## config.mk

```make
export PLATFORM = sky130hd
export DESIGN_NAME = orange_template_matcher
export DESIGN_NICKNAME = d
export VERILOG_FILES = /design/src/rtl/orange_template_matcher.sv
export SDC_FILE = /design/constraint.sdc
export NUM_CORES = 1
export LEC_CHECK = 0
export BUFFER_PORTS_ARGS = -buffer_cell sky130_fd_sc_hd__clkbuf_2
export CELL_PAD_IN_SITES_DETAIL_PLACEMENT = 1
export CELL_PAD_IN_SITES_GLOBAL_PLACEMENT = 2
export CORE_MARGIN = 8
export CORE_UTILIZATION = 39
export CTS_CLUSTER_DIAMETER = 100
export DETAILED_ROUTE_END_ITERATION = 10
export PLACE_DENSITY = 0.85
export SLEW_MARGIN = 10
export SYNTH_ARGS = -nofsm -noshare
export SYNTH_HDL_FRONTEND = slang
export SYNTH_HIERARCHICAL = 1
export SYNTH_SLANG_ARGS = --single-unit
```

## constraint.sdc

```tcl
create_clock -name clk -period 4.1 [get_ports clk]
set_input_delay 0.205 -clock clk [delete_from_list [all_inputs] [get_ports clk]]
set_output_delay 0.205 -clock clk [all_outputs]
set_load 0.1 [all_outputs]
```

## src/rtl/orange_template_matcher.sv

```systemverilog
// orange_template_matcher
//   Streams a LEN-byte feature vector and accumulates the sum of absolute
//   differences (SAD) against the orange template ROM. The ROM is external:
//   it has an unregistered output and registers its address, so read data
//   arrives one cycle after the address is sampled.
//
// Ports
//   clk, tb_rst       clock (also clocks the ROM); async active-high reset
//   start             one-cycle request to begin a comparison
//   busy              high from PRIME through DONE
//   feat_valid/ready  feature byte handshake; feat_ready only in RUN
//   feat_data         feature byte
//   rom_addr          ROM address (combinational look-ahead)
//   rom_data          ROM read data for the address sampled last edge
//   done              one-cycle pulse while the new result is presented
//   sad, match        last result, held until the next done

// Per-lane absolute difference: 9-bit subtract, conditional negate,
// zero-extend to the accumulator width.
module orange_absdiff #(
  parameter int DATA_WIDTH = 8,
  parameter int SAD_WIDTH  = 19
) (
  input  logic [DATA_WIDTH-1:0] a,
  input  logic [DATA_WIDTH-1:0] b,
  output logic [SAD_WIDTH-1:0]  y
);
  logic [DATA_WIDTH:0] d;
  logic [DATA_WIDTH:0] mag;

  always_comb begin
    d   = {1'b0, a} - {1'b0, b};
    mag = d[DATA_WIDTH] ? -d : d;
    y   = SAD_WIDTH'(mag);
  end
endmodule

module orange_template_matcher #(
  parameter int ADDR_WIDTH = 11,
  parameter int DATA_WIDTH = 8,
  parameter int LEN        = 2048,   // at most 2**ADDR_WIDTH
  parameter int THRESH     = 65536,
  parameter int SAD_WIDTH  = ADDR_WIDTH + DATA_WIDTH
) (
  input  logic                  clk,
  input  logic                  tb_rst,
  input  logic                  start,
  output logic                  busy,
  input  logic                  feat_valid,
  input  logic [DATA_WIDTH-1:0] feat_data,
  output logic                  feat_ready,
  output logic [ADDR_WIDTH-1:0] rom_addr,
  input  logic [DATA_WIDTH-1:0] rom_data,
  output logic                  done,
  output logic [SAD_WIDTH-1:0]  sad,
  output logic                  match
);
  typedef enum logic [1:0] {IDLE, PRIME, RUN, DONE} state_t;

  localparam logic [ADDR_WIDTH-1:0] LAST_IDX = ADDR_WIDTH'(LEN - 1);
  localparam logic [31:0]           THRESH_U = 32'(THRESH);

  state_t                state;
  logic [ADDR_WIDTH-1:0] idx;
  logic [SAD_WIDTH-1:0]  acc;
  logic [SAD_WIDTH-1:0]  diff;
  logic [SAD_WIDTH-1:0]  acc_next;
  logic                  fire;
  logic                  last;

  assign fire     = feat_valid & feat_ready;
  assign last     = (idx == LAST_IDX);
  assign acc_next = acc + diff;

  orange_absdiff #(
    .DATA_WIDTH (DATA_WIDTH),
    .SAD_WIDTH  (SAD_WIDTH)
  ) u_absdiff (
    .a (feat_data),
    .b (rom_data),
    .y (diff)
  );

  // Look-ahead address: on a fire the ROM must already fetch idx+1 so the
  // next RUN cycle sees its byte with no bubble. On the final byte idx+1
  // wraps to 0; that fetch is never consumed.
  always_comb begin
    rom_addr = idx;
    if (state == IDLE)
      rom_addr = '0;
    else if (fire)
      rom_addr = idx + 1'b1;
  end

  // busy/feat_ready/done are registered mirrors of the next state, so they
  // line up exactly with PRIME..DONE, RUN and DONE respectively. sad/match
  // load on the edge into DONE so they are valid while done is high.
  always_ff @(posedge clk or posedge tb_rst) begin
    if (tb_rst) begin
      state      <= IDLE;
      idx        <= '0;
      acc        <= '0;
      sad        <= '0;
      match      <= 1'b0;
      done       <= 1'b0;
      busy       <= 1'b0;
      feat_ready <= 1'b0;
    end else begin
      case (state)
        IDLE: begin
          done <= 1'b0;
          if (start) begin
            state <= PRIME;
            idx   <= '0;
            acc   <= '0;
            busy  <= 1'b1;
          end
        end
        PRIME: begin
          // ROM samples address 0 at the end of this cycle
          state      <= RUN;
          feat_ready <= 1'b1;
        end
        RUN: begin
          if (fire) begin
            acc <= acc_next;
            idx <= idx + 1'b1;
            if (last) begin
              state      <= DONE;
              feat_ready <= 1'b0;
              sad        <= acc_next;
              match      <= (32'(acc_next) <= THRESH_U);
              done       <= 1'b1;
            end
          end
        end
        DONE: begin
          state <= IDLE;
          done  <= 1'b0;
          busy  <= 1'b0;
        end
        default: state <= IDLE;
      endcase
    end
  end
endmodule
```

==> impl_metrics.py <==
metrics = {
    "critical_path": {
        "end_kind": "register",
        "worst_ep_required_time_ns": 4.30,
        "r2r_slack_ns": 1.10,
        "crit_type": "primary input to register",
        "crit_arrival_ns": 4.22,
        "crit_fanout": 3,
        "crit_start": "feat_data[0]",
        "crit_end": "acc[16]",
        "reg2reg_from": "acc[0]",
        "reg2reg_depth": 12,
        "r2r-end": "acc[16]",
        "worstSetupStartpointType": "primary input",
    },
    "logic_synthesis": {
        "synth_edf_count": 0,
        "syn_area_sq_um": 4001,
        "avgSynthCellArea_sq_um": 9.094,
        "synth_seq_cells": 55,
        "synth_warnings": 6,
        "dominantRegCellSynth": "dfrtp_1",
        "ys_types": 58,
        "synth_cells": 440,
        "seq_area_frac_synth_pct": 34.40,
        "ys_async_sr_fraction_pct": 100.0,
    },
    "placement": {
        "dpl.hpwl_mm": 8.641,
        "portBuffers": 53,
        "place_area_sq_um": 4720,
        "pre_cts_ws_ns": -0.3917,
        "place.gp.congestion": 0.8206,
    },
    "sta": {
        "maxSlewHeadroom_pct": 46.70,
        "fin_ws_ns": 0.08635,
        "finClkSkew_ns": 0.006263,
        "slew_violations": 0,
        "finalSetupViolCount": 0,
        "period_share_pct": 97.89,
        "clock.fmax_mhz": 249.2,
        "period_needed_ns": 4.014,
        "hold_violations": 0,
        "worst_pin_slew_ns": 0.7995,
        "grt_setup_unrepaired": "true",
    },
    "global_routing": {
        "overflow": 0,
        "antenna_found_initial": 0,
        "grt_pass1_vias": 3799,
        "track_usage_pct": 16.29,
        "grt_pass1_wl_mm": 18.06,
        "grt_max_degree": 56,
    },
    "die": {
        "die_y_microns": 117.3,
        "pin_count": 54,
        "core_sq_um": 10140,
        "rows": 37,
        "dieArea_sq_um": 13760,
        "initial_core_util_pct": 39.47,
        "die_w_microns": 117.3,
    },
    "drt": {
        "route.detailed.drc": 0,
        "wl_per_cell_microns": 16.63,
        "vias": 3575,
        "routed_wirelength_mm": 11.36,
        "drtPass1Iterations": 4,
        "drt_iter0_markers": 98,
        "routed_via_density": 5.234,
        "ant_nets": 0,
    },
    "worst_hold_path": {
        "min_path_type": "primary input to async pin",
    },
    "final_layout": {
        "design_area_sq_um": 5025,
        "fin_nets": 599,
        "mostFrequentLayoutCells": "buf_4, dfrtp_1, clkbuf_2, nand2_1, o21ai_0",
        "drive_above_1_share_pct": 31.99,
        "utilization_pct": 49.56,
        "final_common_cell": "buf_4",
        "antenna_cells": 0,
        "area_growth_pct": 25.58,
    },
    "clocking": {
        "numCtsBuffers": 5,
        "path_clk_slew_ns": 0.10,
        "h-tree-depth": 2,
        "clkSinkCount": 55,
        "clockRootBuffer": "clkbuf_8",
        "clock_latency_ns": 0.31,
        "clock_path_buffers": 2,
        "tritoncts": "built",
    },
    "run": {
        "drv_cap": 0,
    },
    "pwr": {
        "power_density_nw_per_um2": 712.5,
        "ir_worst_vdd_v": 0.0004043,
        "p_leak_nw": 2.478,
    },
    "outcome": {
        "status": "finished clean",
    },
}
==> report_power, final <==
part | switching (mW) | total [mW] | internal (mW)
Clock | 0.189 | 0.308 | 0.120
Combinational | 1.34 | 2.51 | 1.16
Sequential | 0.103 | 0.763 | 0.660
==> cell families after synthesis <==
logic type	synth area share, %
DFF	34.40
muxes	4.722
xor gates and xnor gates	8.505
other	0.09372
and+or+nand+nor	14.42
buffers and inverters	5.316
AOI/OAI and AO/OA	21.86
adders and majority gates	10.69
==> worst min path at each step <==
stage / slack (ns) / end / depth (start not counted) / startpoint
finish: 0.06 / sad[13] / 3 / tb_rst
global route: 0.13 / sad[18] / 3 / tb_rst
CTS: 0.10 / idx[8] / 3 / tb_rst
detailed placement: 0.44 / sad[13] / 3 / tb_rst
global placement: 0.42 / sad[15] / 3 / tb_rst
floorplan: 0.35 / busy / 2 / start
==> routing by layer <==
layer / up-vias / share of wire (%) / track usage [%]
met1: 1765 / 43 / 19.43
met2: 45 / 54 / 30.24
met3: 13 / 2.4 / 2.411
met4: 0 / 0.96 / 3.072
li1: 1752 / - / -
met5: - / 0 / 0
==> final cells by class <==
type | count | area, sq um
fillers | 1216 | 5114
multi-input cells | 348 | 2582
flip-flops and latches | 55 | 1376
repair buffers | 111 | 710.7
well taps | 136 | 170.2
inverters | 25 | 96.34
clock buffers | 5 | 68.82
clock inverters | 3 | 20.02
==> cells in the mapped netlist (all sizes together) (2+ instances only) <==
| cell | number | area share [%] |
|---|---|---|
| a211oi | 3 | 1.0 |
| a21o | 7 | 1.3 |
| a21oi | 24 | 3.1 |
| a221oi | 3 | 1.1 |
| a22o | 14 | 3.1 |
| a311oi | 2 | 0.44 |
| a31oi | 2 | 0.47 |
| a41oi | 2 | 0.81 |
| and2 | 3 | 0.47 |
| and3 | 8 | 1.3 |
| buf | 12 | 2.1 |
| clkbuf | 9 | 0.84 |
| dfrtp | 55 | 34 |
| fa | 2 | 1.0 |
| ha | 31 | 9.7 |
| inv | 25 | 2.3 |
| mux2 | 15 | 4.2 |
| mux2i | 2 | 0.50 |
| nand2 | 49 | 4.6 |
| nand2b | 3 | 0.47 |
| nand3 | 8 | 1.0 |
| nand4 | 4 | 0.63 |
| nor2 | 34 | 3.3 |
| nor3 | 10 | 1.3 |
| o211ai | 3 | 0.56 |
| o21a | 3 | 0.59 |
| o21ai | 45 | 5.8 |
| o21bai | 5 | 0.94 |
| o31ai | 2 | 0.50 |
| o41ai | 2 | 0.81 |
| or2 | 2 | 0.31 |
| or3 | 2 | 0.31 |
| xnor2 | 24 | 5.3 |
| xor2 | 14 | 3.3 |
==> worst max-delay path: stages <==
cell and delay, ns:
buf_6 0.09, inv_4 0.04, ha_4 0.12, inv_2 0.04, fa_2 0.38, a21o_1 0.22
buf_6 0.12, a21oi_2 0.12, xnor2_1 0.12, or3_4 0.42, and2_4 0.15, xor2_1 0.16
ha_1 0.34, o21a_1 0.20, buf_4 0.14, nand3_4 0.07, o21ai_4 0.08, a221oi_4 0.32
o21ai_1 0.20, xnor2_2 0.20, buf_4 0.15, buf_4 0.13, a22o_1 0.19
==> sequential cells by signal (all words and copies together), names as in the netlist <==
register,count
match,1
acc,19
idx,11
done,1
sad,19
state,2
busy,1
feat_ready,1
==> metrics by stage <==
stage               hold WS (ns)  cells  TNS (ns)  power [mW]
CTS                       0.1009    675         0       3.335
floorplan                 0.3514    449         0       2.149
global placement          0.4235    666   -0.3086       2.932
finish                   0.06196    683         0       3.580
global route              0.1250    683  -0.07350       3.831
detailed placement        0.4423    666    -1.915       2.993
==> what timing repair did <==
| item | 4_1_cts | 5_1_grt |
|---|---|---|
| buffers inserted | 1 | 8 |
| pin swaps | 1 | 29 |
| hold buffers | 0 | 0 |
| setup endpoints to repair | 1 | 4 |
| gates resized for setup | 2 | 32 |
| endpoints found under the hold margin | 0 | 0 |
(Power assumes the default switching activity.)
